`src/rtl/port_parse_gen_if.sv`:
```
// Stream and record handshake bundle for one bridge-port header parser.
//   c_*   : byte stream from the port receive FIFO (srdy/drdy)
//   p_*   : same stream forwarded to the packet buffer (srdy/drdy)
//   ppi_* : {port, SA, DA} lookup record toward the FIB arbiter (srdy/drdy)
// master = parser side, slave = environment side.
interface port_parse_gen_if #(
    parameter int PORT_W      = 2,
    parameter int PAR_DATA_SZ = 96 + PORT_W
);
    logic                   c_srdy;
    logic                   c_drdy;
    logic [7:0]             c_data;
    logic [1:0]             c_code;
    logic                   p_srdy;
    logic                   p_drdy;
    logic [7:0]             p_data;
    logic [1:0]             p_code;
    logic                   ppi_srdy;
    logic                   ppi_drdy;
    logic [PAR_DATA_SZ-1:0] ppi_data;

    modport master (
        input  c_srdy, c_data, c_code, p_drdy, ppi_drdy,
        output c_drdy, p_srdy, p_data, p_code, ppi_srdy, ppi_data
    );

    modport slave (
        output c_srdy, c_data, c_code, p_drdy, ppi_drdy,
        input  c_drdy, p_srdy, p_data, p_code, ppi_srdy, ppi_data
    );
endinterface

```
`src/rtl/port_parse_gen.sv`:
```
// Per-port header parser. Forwards the receive byte stream to the packet
// buffer with no added latency and captures DA/SA from each packet into a
// single-entry {port, SA, DA} record register for the FIB lookup arbiter.
//   clk      : clock
//   reset    : asynchronous active-high reset
//   bus      : c_* in stream, p_* forwarded stream, ppi_* record (master side)
//   runt_err : one-cycle pulse, packet ended before 12 bytes
//   sop_err  : one-cycle pulse, stray byte in IDLE or SOP inside a packet
module port_parse_gen #(
    parameter int PORT_W      = 2,
    parameter int PORT_NUM    = 0,
    parameter int PAR_DATA_SZ = 98
) (
    input  logic                    clk,
    input  logic                    reset,
    port_parse_gen_if.master        bus,
    output logic                    runt_err,
    output logic                    sop_err
);

    typedef enum logic [1:0] {
        IDLE = 2'd0,
        HDR  = 2'd1,
        BODY = 2'd2
    } state_t;

    localparam logic [PORT_W-1:0] PORT_VAL = PORT_W'(PORT_NUM);

    state_t                 state;
    logic [3:0]             count;
    logic [87:0]            hdr;        // bytes 0..10, byte 0 in the top lane
    logic                   ppi_srdy;
    logic [PAR_DATA_SZ-1:0] ppi_data;

    logic is_sop;
    logic is_eop;
    logic discard;
    logic stall;
    logic fwd_ok;
    logic xfer_in;

    assign is_sop = bus.c_code[0];
    assign is_eop = bus.c_code[1];

    // A SOP always restarts the header, so it never waits on the record slot.
    assign discard = (state == IDLE) && !is_sop;
    assign stall   = (state == HDR) && (count == 4'd11) && !is_sop
                     && ppi_srdy && !bus.ppi_drdy;
    assign fwd_ok  = !stall;

    always_comb begin
        bus.p_data = bus.c_data;
        bus.p_code = bus.c_code;
        bus.p_srdy = 1'b0;
        bus.c_drdy = 1'b1;
        if (!discard) begin
            bus.p_srdy = bus.c_srdy && fwd_ok;
            bus.c_drdy = bus.p_drdy && fwd_ok;
        end
    end

    assign xfer_in      = bus.c_srdy && bus.c_drdy;
    assign bus.ppi_srdy = ppi_srdy;
    assign bus.ppi_data = ppi_data;

    always_ff @(posedge clk or posedge reset) begin
        if (reset) begin
            state    <= IDLE;
            count    <= 4'd0;
            hdr      <= '0;
            ppi_srdy <= 1'b0;
            ppi_data <= '0;
            runt_err <= 1'b0;
            sop_err  <= 1'b0;
        end else begin
            runt_err <= 1'b0;
            sop_err  <= 1'b0;

            // A load below overrides this clear.
            if (ppi_srdy && bus.ppi_drdy) begin
                ppi_srdy <= 1'b0;
            end

            if (xfer_in) begin
                if (is_sop) begin
                    if (state != IDLE) begin
                        sop_err <= 1'b1;
                    end
                    hdr <= {hdr[79:0], bus.c_data};
                    if (is_eop) begin
                        runt_err <= 1'b1;
                        state    <= IDLE;
                        count    <= 4'd0;
                    end else begin
                        state <= HDR;
                        count <= 4'd1;
                    end
                end else begin
                    case (state)
                        IDLE: begin
                            sop_err <= 1'b1;
                        end
                        HDR: begin
                            if (count == 4'd11) begin
                                // DA = bytes 0..5, SA = bytes 6..10 plus this byte.
                                ppi_data <= {PORT_VAL, hdr[39:0], bus.c_data, hdr[87:40]};
                                ppi_srdy <= 1'b1;
                                if (is_eop) begin
                                    state <= IDLE;
                                    count <= 4'd0;
                                end else begin
                                    state <= BODY;
                                    count <= 4'd12;
                                end
                            end else if (is_eop) begin
                                runt_err <= 1'b1;
                                state    <= IDLE;
                                count    <= 4'd0;
                            end else begin
                                hdr   <= {hdr[79:0], bus.c_data};
                                count <= count + 4'd1;
                            end
                        end
                        BODY: begin
                            if (is_eop) begin
                                state <= IDLE;
                                count <= 4'd0;
                            end
                        end
                        default: begin
                            state <= IDLE;
                            count <= 4'd0;
                        end
                    endcase
                end
            end
        end
    end

endmodule

```
`src/flat_wrapper.sv`:
```
// flat-port wrapper written by rule: the top's interface ports become plain ports
module port_parse_gen_flat 
#(
    parameter int PORT_W      = 2,
    parameter int PORT_NUM    = 0,
    parameter int PAR_DATA_SZ = 98
)
  (clk, reset, runt_err, sop_err, bus_c_srdy, bus_c_data, bus_c_code, bus_p_drdy, bus_ppi_drdy, bus_c_drdy, bus_p_srdy, bus_p_data, bus_p_code, bus_ppi_srdy, bus_ppi_data);
  port_parse_gen_if #(.PORT_W(PORT_W), .PAR_DATA_SZ(PAR_DATA_SZ)) bus_i ();
  input  logic clk;
  input  logic reset;
  output logic runt_err;
  output logic sop_err;
  input wire logic [$bits(bus_i.c_srdy)-1:0] bus_c_srdy;
  input wire logic [$bits(bus_i.c_data)-1:0] bus_c_data;
  input wire logic [$bits(bus_i.c_code)-1:0] bus_c_code;
  input wire logic [$bits(bus_i.p_drdy)-1:0] bus_p_drdy;
  input wire logic [$bits(bus_i.ppi_drdy)-1:0] bus_ppi_drdy;
  output wire logic [$bits(bus_i.c_drdy)-1:0] bus_c_drdy;
  output wire logic [$bits(bus_i.p_srdy)-1:0] bus_p_srdy;
  output wire logic [$bits(bus_i.p_data)-1:0] bus_p_data;
  output wire logic [$bits(bus_i.p_code)-1:0] bus_p_code;
  output wire logic [$bits(bus_i.ppi_srdy)-1:0] bus_ppi_srdy;
  output wire logic [$bits(bus_i.ppi_data)-1:0] bus_ppi_data;
  assign bus_i.c_srdy = bus_c_srdy;
  assign bus_i.c_data = bus_c_data;
  assign bus_i.c_code = bus_c_code;
  assign bus_i.p_drdy = bus_p_drdy;
  assign bus_i.ppi_drdy = bus_ppi_drdy;
  assign bus_c_drdy = bus_i.c_drdy;
  assign bus_p_srdy = bus_i.p_srdy;
  assign bus_p_data = bus_i.p_data;
  assign bus_p_code = bus_i.p_code;
  assign bus_ppi_srdy = bus_i.ppi_srdy;
  assign bus_ppi_data = bus_i.ppi_data;
  port_parse_gen #(.PORT_W(PORT_W), .PORT_NUM(PORT_NUM), .PAR_DATA_SZ(PAR_DATA_SZ)) u_core (.clk(clk), .reset(reset), .bus(bus_i), .runt_err(runt_err), .sop_err(sop_err));
endmodule
```
`config.mk`:
```
export PLATFORM = sky130hd
export DESIGN_NAME = port_parse_gen_flat
export DESIGN_NICKNAME = d
export VERILOG_FILES = /design/src/rtl/port_parse_gen_if.sv /design/src/rtl/port_parse_gen.sv /design/src/flat_wrapper.sv
export SDC_FILE = /design/constraint.sdc
export NUM_CORES = 1
export LEC_CHECK = 0
export BUFFER_PORTS_ARGS = -buffer_cell sky130_fd_sc_hd__buf_2
export CORE_MARGIN = 2
export CORE_UTILIZATION = 50
export CTS_CLUSTER_DIAMETER = 80
export DETAILED_ROUTE_END_ITERATION = 6
export PLACE_DENSITY = 0.69
export SLEW_MARGIN = 20
export SYNTH_ARGS = -nofsm -noshare
export SYNTH_HDL_FRONTEND = slang
export SYNTH_SLANG_ARGS = --single-unit
```
`constraint.sdc`:
```
create_clock -name clk -period 9.1 [get_ports clk]
set_input_delay 2.73 -clock clk [delete_from_list [all_inputs] [get_ports clk]]
set_output_delay 2.73 -clock clk [all_outputs]
set_load 0.1 [all_outputs]
```
# Word-level counts from Yosys, hierarchy flattened
# Index checks and enable logic that the tools add are counted.
# classes
n_addsub,1
n_eq_ne,7
mux,33
bitwise_logic,1
reduce_logical,19
# ops
operator,n
$mux W88,4
$mux W4,5
$mux W1,18
$pmux W4 S3,1
$logic_and A1 B1 Y1,9
$mux W2,4
$reduce_and A4 Y1,2
$ne A2 B2 Y1 const B,3
$pmux W2 S3,1
$add A4 B1 Y4 const B,1
$eq A4 B4 Y1 const B,1
$reduce_bool A2 Y1,2
$logic_not A1 Y1,3
$ne A3 B3 Y1 const B,1
$reduce_and A3 Y1,1
$eq A2 B1 Y1 const B,1
$eq A2 B2 Y1 const B,1
$logic_not A2 Y1,1
$reduce_and A2 Y1,1
$not A1 Y1,1
# word_totals
reg_bits,193
out_inout_bits,113
elab_cells,68

# Logic depth before layout (Yosys ltp)
# Gate-level depths: netlist of run 1.
# logic_depth
word_depth,10
ltp_mapped,8
mapped_depth_nobuf,7

# Least setup slack after synthesis of run 1
# OpenSTA, ideal clock, no wires.
# synth_path
kind,input-to-output
startpoint,input port bus_c_code[0]
endpoint,output port bus_p_srdy
t_arrival_ps,4228
required_ps,6370
path_slack_ps,2142
path_stages,5
cell_sequence,clkbuf_1 > inv_1 > ha_1 > nor2b_1 > and2_1
# synth_between
elab_chain_cells,7
# synth_rtl
element,line,rtl
"start, declared",flat_wrapper.sv:16,input wire logic [$bits(bus_i.c_code)-1:0] bus_c_code;
$logic_not A1 Y1 (*),"port_parse_gen.sv:46, port_parse_gen.sv:47",
$logic_and A1 B1 Y1,port_parse_gen.sv:47,assign stall = (state == HDR) && (count == 4'd11) && !is_sop
$logic_and A1 B1 Y1 (2 in series),port_parse_gen.sv:48,&& ppi_srdy && !bus.ppi_drdy;
$logic_not A1 Y1,port_parse_gen.sv:49,assign fwd_ok = !stall;
$logic_and A1 B1 Y1,port_parse_gen.sv:57,bus.p_srdy = bus.c_srdy && fwd_ok;
$mux W1 (*),port_parse_gen.sv:56,if (!discard) begin
"end, declared",flat_wrapper.sv:20,output wire logic [$bits(bus_i.p_srdy)-1:0] bus_p_srdy;
# Every way passes the cells marked *; elsewhere a longest branch is shown, timed or not.

# Worst setup path in the final report of run 1
# Ends and elaborated chain as after synthesis.

==> results by group, run 1 <==
Flow run
  – Max Cap Violations: 0

Worst setup path
  – Most Frequent Cell on Critical Path: buf_2
  – WP data arrival: 4.00 ns
  – Slowest stage cell, crit path: buf_2
  – Critical path class: input pin to output port
  – Family with the most delay on the worst path: buffers and inverters
  – CP Cell Sequence: buf_2 -> inv_1 -> ha_1 -> nor2b_1 -> and2_1 -> buf_2
  – Setup crit end kind: output port
  – Crit start category: input pin
  – Max FO, Critical Path: 9
  – Worst path max stage delay: roughly 0.42 ns
  – R2R depth: 7
  – Worst Path Required: 6.37 ns
  – CP Buf/Inv Count: 3
  – Crit path depth: 6
  – Worst R2R Setup Slack: roughly 6.0 ns

STA
  – Max Slew Vio Count: 0
  – Final hold vios: 0
  – Rel. slew slack: between 30% and 40%
  – Setup TNS Final: 0 ns
  – Post-route minimum period: roughly 6.7 ns
  – Final worst path period share: between 70% and 80%
  – RSZ-0062 raised after global routing: no
  – Finish-stage setup viols: 0
  – Fmax: between 100 and 150 MHz
  – Clock Skew: 0.00607 ns
  – Worst-Margin Slew: 0.929 ns

Clock tree
  – Clk root buf: clkbuf_16
  – Hold buffer count at CTS: 0
  – Cts bufs inserted: 17
  – Clk_lat worst skew: 0.42 ns
  – TritonCTS clock tree: done
  – Clk buf depth: 2
  – Worst-path clk slew: 0.06 ns
  – Post-cts sizing count: 0
  – Post-CTS Setup Bufs: 0
  – H-tree Lvls: 4
  – CTS sink count: a little under 200

Synth
  – Syn_area_per_cell: between 15 and 20 um^2
  – Cell variety after synth: 33
  – FF+latch count, synth: 193
  – Synth Instances: 469
  – YS warnings: 0
  – Register area share after synthesis: around 64%
  – Mapped cell area: about 7500 um^2

Routing
  – Routed len/inst: ~17 um
  – Final WL: approximately 13 mm
  – Drt pass-1 iters: 4
  – Via density: 5.30
  – Via count: between 4000 and 5000
  – Post-route DRC violation count: 0
  – Initial drt markers: about 170
  – Detail Route Antenna Nets: 0

Final layout
  – Area grow syn2layout: 17.1%
  – Non-Filler Instances: between 700 and 800
  – Nets: about 610
  – Share of post-route cells with drive strength above 1: 53.8%
  – ANT cells: 0
  – Most frequent cells in the layout: dfrtp_1, mux2_2, buf_2
  – Commonest non-fill, non-tap cell in the layout: dfrtp_1

GRT
  – Pin count of the biggest net entering global routing: 120
  – Vias in the first global route: roughly 4300
  – First-pass GRT wire length: 22.4 mm
  – Total grt overflow: 0
  – Initial antenna violation count: 0
  – GRT Util Overall: 17.8%

Floorplan
  – Core area: about 15000 um^2
  – FP Rows: 44
  – Die height: 127 um
  – Ports: between 100 and 150
  – Die width: 127 um
  – Full die area: 16000 um^2
  – Starting density of the core: 51.5%

Placement
  – GPL Wtd Cong: 0.779
  – Placed cell count: 750
  – Port Buffers: 125
  – Hpwl dp: around 8.8 mm

Power and ir drop
  – Pleak: ~0.0046 uW
  – Cell-internal power: 1590 uW
  – Switching Share: 26.4%
  – Seq pwr share: 54.7%
  – Max rail drop VDD: roughly 0.00013 V
  – Clock network power share: between 30% and 40%
  – NetSw: roughly 570 uW
  – P per Cell Area: approximately 250 nW/um^2
  – Comb power frac: 13.3%

Status
  – Status: complete, no violations

Hold path
  – HP Class: flip-flop to flip-flop
  – Hold path depth: 1
==> worst paths after layout <==
kind                                                       end                                start
max                                                 bus_p_srdy                        bus_c_code[0]
min                        u_core.bus.ppi_data[45]$_DFFE_PP0P_  u_core.bus.ppi_data[45]$_DFFE_PP0P_
max reg2reg                u_core.bus.ppi_data[93]$_DFFE_PP0P_          u_core.state[1]$_DFFE_PP0P_
min reg2reg                u_core.bus.ppi_data[45]$_DFFE_PP0P_  u_core.bus.ppi_data[45]$_DFFE_PP0P_
max in group asynchronous  u_core.bus.ppi_data[84]$_DFFE_PP0P_                                reset
min in group asynchronous  u_core.bus.ppi_data[50]$_DFFE_PP0P_                                reset
==> worst reg2reg max path, delay by kind of cell, from the launching register on <==
family,cells,cell delay (ns)
buffers and inverters,3,1.27
multiplexers,1,0.46
AND/OR/NAND/NOR,2,0.56
flip-flops,1,0.41
adder cells (fa/ha/maj),1,0.29
==> synthesized netlist by cell type (all sizes together) <==
| cell | n | area (um^2) |
|---|---|---|
| and2 | 3 | 18.8 |
| mux2 | 184 | 2070 |
| nor2 | 5 | 18.8 |
| o21ai | 5 | 25.0 |
| or3 | 1 | 6.26 |
| or3b | 1 | 8.76 |
| clkbuf | 2 | 7.51 |
| nor2b | 3 | 18.8 |
| a21oi | 3 | 15.0 |
| a31oi | 2 | 12.5 |
| nand3b | 2 | 15.0 |
| o32ai | 1 | 8.76 |
| conb | 1 | 3.75 |
| buf | 32 | 200 |
| a32oi | 1 | 8.76 |
| nor4b | 1 | 23.8 |
| nand4b | 1 | 8.76 |
| inv | 7 | 26.3 |
| ha | 5 | 62.6 |
| a32o | 1 | 10.0 |
| nand3 | 2 | 10.0 |
| nor3 | 1 | 5.00 |
| dfrtp | 193 | 4830 |
| nand2b | 1 | 6.26 |
| a22o | 2 | 17.5 |
| nand2 | 1 | 3.75 |
| o31ai | 3 | 22.5 |
| o311ai | 1 | 8.76 |
| and3b | 1 | 8.76 |
| o2111ai | 1 | 8.76 |
| a21o | 2 | 15.0 |
==> power by group through the flow <==
stage	clock (uW)	sequential, uW	combinational, uW
global placement	0	1200	279
CTS	714	1190	293
finish	693	1190	288
floorplan	0	1150	244
detailed placement	0	1210	291
global route	750	1220	315
==> area by class of cell <==
cell class	count	area, um^2
inverter	7	33.8
fill	1149	5790
multi-input combinational	236	2450
clock buffer	23	508
tap	184	230
clock inverter	9	55.1
sequential	193	4830
timing repair buffer	131	683
==> logic make-up after synthesis <==
logic type / Yosys count / synth area share, %
buffers and inverters: 41 / 3.12
AOI/OAI and AO/OA: 22 / 2.03
DFF: 193 / 64.3
muxes: 184 / 27.6
and+or+nand+nor: 23 / 2.03
adders and majority gates: 5 / 0.833
other: 1 / 0.0500
==> registers in the layout, summed over array words and instances (netlist names) <==
| register | count |
|---|---|
| u_core.sop_err | 1 |
| u_core.bus.ppi_srdy | 1 |
| u_core.hdr | 88 |
| u_core.count | 4 |
| u_core.state | 2 |
| u_core.bus.ppi_data | 96 |
| u_core.runt_err | 1 |
==> per-layer routing <==
layer,global-route usage (%),vias up,routed length (um)
met5,0,-,0
met4,6.21,0,218
met3,5.69,21,691
met2,28.2,97,6690
met1,23.3,2147,5780
li1,-,1888,-
==> through the flow <==
step / power, uW / setup slack [ns] / hold slack, ns / utilization [%] / cell area (um^2)
floorplan: 1390 / 1.11 / 0.460 / - / 7510
global placement: 1480 / 2.45 / 0.461 / 56.3 / 8210
detailed placement: 1500 / 2.38 / 0.472 / 56.3 / 8210
CTS: 2200 / 2.37 / 0.487 / 60.1 / 8770
global route: 2280 / 2.28 / 0.493 / 60.3 / 8790
finish: 2170 / 2.37 / 0.479 / 60.3 / 8790
Note: power is estimated with default switching activity, not from simulation.
==> inputs of run 2 (changes only) <==
--- a/config.mk
+++ b/config.mk
@@ -10,7 +10,7 @@
 export CORE_UTILIZATION = 50
 export CTS_CLUSTER_DIAMETER = 80
 export DETAILED_ROUTE_END_ITERATION = 6
-export PLACE_DENSITY = 0.69
+export PLACE_DENSITY = 0.72
 export SLEW_MARGIN = 20
 export SYNTH_ARGS = -nofsm -noshare
 export SYNTH_HDL_FRONTEND = slang
==> constraint.sdc (replaced) <==
create_clock -name clk -period 5.8 [get_ports clk]
set_input_delay 1.74 -clock clk [delete_from_list [all_inputs] [get_ports clk]]
set_output_delay 1.74 -clock clk [all_outputs]
set_load 0.1 [all_outputs]
==> results by group, run 2 (synthesis gave the netlist of run 1 again) <==
Status
  – Status: complete, no violations (unchanged)

STA
  – Post-route minimum period: 4.80 ns
  – RSZ-0062 raised after global routing: no (unchanged)
  – Final worst path period share: about 83%
  – Finish-stage setup viols: 0 (unchanged)
  – Clock Skew: 0.00530 ns (was 0.00607 ns)
  – Final hold vios: 0 (unchanged)
  – Hold WS: 0.481 ns (was 0.479 ns)
  – Fmax: 208 MHz
  – Rel. slew slack: 55.5% (was 38.1%)
  – Worst-Margin Slew: 0.667 ns (was 0.929 ns)
  – Final worst slack: 0.996 ns (was 2.37 ns)
  – Max Slew Vio Count: 0 (unchanged)
  – Setup TNS Final: 0 ns (unchanged)

Final layout
  – Share of post-route cells with drive strength above 1: 53.5% (was 53.8%)
  – Most frequent cells in the layout: dfrtp_1, mux2_2, buf_2 (unchanged)
  – Area grow syn2layout: 17.9% (was 17.1%)
  – Multi-input gate area: 2450 um^2 (unchanged)
  – ANT cells: 0 (unchanged)
  – Commonest non-fill, non-tap cell in the layout: dfrtp_1 (unchanged)
  – Most flops, register: u_core.bus.ppi_data (unchanged)
  – Max FFs per register: 96 (unchanged)
  – Biggest regs: u_core.bus.ppi_data (96), u_core.hdr (88), u_core.count (4) (unchanged)
  – Sequential cell area: 4830 um^2 (unchanged)
  – Fill cells: 1092 (was 1149)
  – Nets: 607 (was 606)

GRT
  – Total grt overflow: 0 (unchanged)
  – Initial antenna violation count: 0 (unchanged)
  – GRT Util Overall: 17.8% (about the same)
  – Vias in the first global route: 4330 (was 4318)
  – First-pass GRT wire length: 22.3 mm (was 22.4 mm)
  – Pin count of the biggest net entering global routing: 126 (was 120)

Worst setup path
  – Max FO, Critical Path: 9 (unchanged)
  – Worst Path Required: 4.06 ns (was 6.37 ns)
  – WP data arrival: 3.06 ns (was 4.00 ns)
  – CP Cell Sequence: buf_2 -> inv_1 -> ha_1 -> nor2b_1 -> and2_1 -> buf_2 (unchanged)
  – Family with the most delay on the worst path: buffers and inverters (unchanged)
  – Crit path depth: 6 (unchanged)
  – Critical path class: input pin to output port (unchanged)
  – Setup crit end kind: output port (unchanged)
  – Worst path max stage delay: 0.42 ns (about the same)
  – CP Buf/Inv Count: 3 (unchanged)
  – Slowest stage cell, crit path: buf_2 (unchanged)
  – Crit start category: input pin (unchanged)
  – R2R depth: 8 (was 7)
  – Most Frequent Cell on Critical Path: buf_2 (unchanged)

Routing
  – Final WL: 13.4 mm (about the same)
  – Post-route DRC violation count: 0 (unchanged)
  – Routed len/inst: 17.1 um (about the same)
  – Via density: 5.30 (about the same)
  – Via count: 4152 (was 4153)
  – Drt pass-1 iters: 4 (unchanged)
  – Detail Route Antenna Nets: 0 (unchanged)
  – Initial drt markers: 212 (was 168)

Power and ir drop
  – Clock network power share: 33.5% (was 32.0%)
  – NetSw: 917 uW (was 573 uW)
  – Pleak: 0.00460 uW (was 0.00458 uW)
  – Switching Share: 26.3% (was 26.4%)
  – Max rail drop VDD: 0.000193 V (was 0.000133 V)
  – Seq pwr share: 53.4% (was 54.7%)
  – P per Cell Area: 394 nW/um^2 (was 246 nW/um^2)
  – Cell-internal power: 2570 uW (was 1590 uW)
  – Comb power frac: 13.1% (was 13.3%)

Placement
  – Hpwl dp: 8.96 mm (was 8.82 mm)
  – Pre-CTS WS: 1.01 ns (was 2.38 ns)
  – Port Buffers: 125 (unchanged)
  – GPL Wtd Cong: 0.803 (was 0.779)

Hold path
  – Hold path depth: 1 (unchanged)
  – HP Class: flip-flop to flip-flop (unchanged)

Clock tree
  – Cts bufs inserted: 17 (unchanged)
  – CTS sink count: 193 (unchanged)
  – Worst-path clk slew: 0.07 ns (was 0.06 ns)
  – Clk buf depth: 2 (unchanged)
  – TritonCTS clock tree: done (unchanged)
  – Post-CTS Setup Bufs: 0 (unchanged)
  – Post-cts sizing count: 0 (unchanged)
  – Clk_lat worst skew: 0.43 ns (was 0.42 ns)
  – Hold buffer count at CTS: 0 (unchanged)
  – Clk root buf: clkbuf_16 (unchanged)
  – H-tree Lvls: 4 (unchanged)

Floorplan
  – Full die area: 16000 um^2 (unchanged)
  – Starting density of the core: 51.5% (unchanged)
  – Die height: 127 um (unchanged)
  – Ports: 128 (unchanged)
  – Core area: 14600 um^2 (unchanged)
  – FP Rows: 44 (unchanged)
  – Die width: 127 um (unchanged)

Flow run
  – Max Cap Violations: 0 (unchanged)
==> run 2: changes by cell type in the layout (fill, tap and decap cells not counted) <==
cell,previous run,this run
buf_16,0,1
bufinv_16,0,3
clkbuf_1,0,2
clkbuf_8,6,0
clkinv_2,5,3
clkinv_4,0,3
inv_6,0,1
inv_8,1,0
==> run 2: cell type report <==
class                      count  share of cell area [%]
tap                          184                    2.60
clock buffer                  19                    4.89
timing repair buffer         132                    8.03
inverter                       7                   0.339
multi-input combinational    236                    27.7
clock inverter                13                    1.84
sequential                   193                    54.6
==> run 2: path summary, 6_finish.rpt <==
path / start / to / slack (ns)
max: bus_c_code[0] / bus_p_srdy / 1.0
min: u_core.bus.ppi_data[59]$_DFFE_PP0P_ / u_core.bus.ppi_data[59]$_DFFE_PP0P_ / 0.48
max reg2reg: u_core.state[0]$_DFFE_PP0P_ / u_core.hdr[39]$_DFFE_PP0P_ / 3.23
min reg2reg: u_core.bus.ppi_data[59]$_DFFE_PP0P_ / u_core.bus.ppi_data[59]$_DFFE_PP0P_ / 0.48
max in group asynchronous: reset / u_core.hdr[9]$_DFFE_PP0P_ / 3.39
min in group asynchronous: reset / u_core.bus.ppi_data[30]$_DFFE_PP0P_ / 1.39
==> run 2: stage by stage <==
step                      utilization, %  cells  power [uW]  cell area [um^2]
final                               60.7    784        3490              8850
after CTS                           60.7    784        3530              8850
after global routing                60.7    784        3660              8850
after floorplan                        -    470        2190              7510
after global placement              56.4    751        2320              8230
after detailed placement            56.6    752        2360              8260
==> run 2: layer usage <==
layer,vias up,global-route usage [%],share of wire [%]
met5,-,0,0
met4,0,7.43,2.3
met3,24,5.57,6.7
met2,114,27.7,47
met1,2125,23.3,44
li1,1889,-,-
==> run 2: power groups by stage <==
stage | Clock, uW | Combinational (uW) | Sequential [uW]
3_5_place_dp | 0 | 462 | 1890
4_1_cts | 1200 | 465 | 1870
6_report | 1170 | 457 | 1860
2_1_floorplan | 0 | 383 | 1810
3_3_place_gp | 0 | 439 | 1880
5_1_grt | 1250 | 504 | 1910
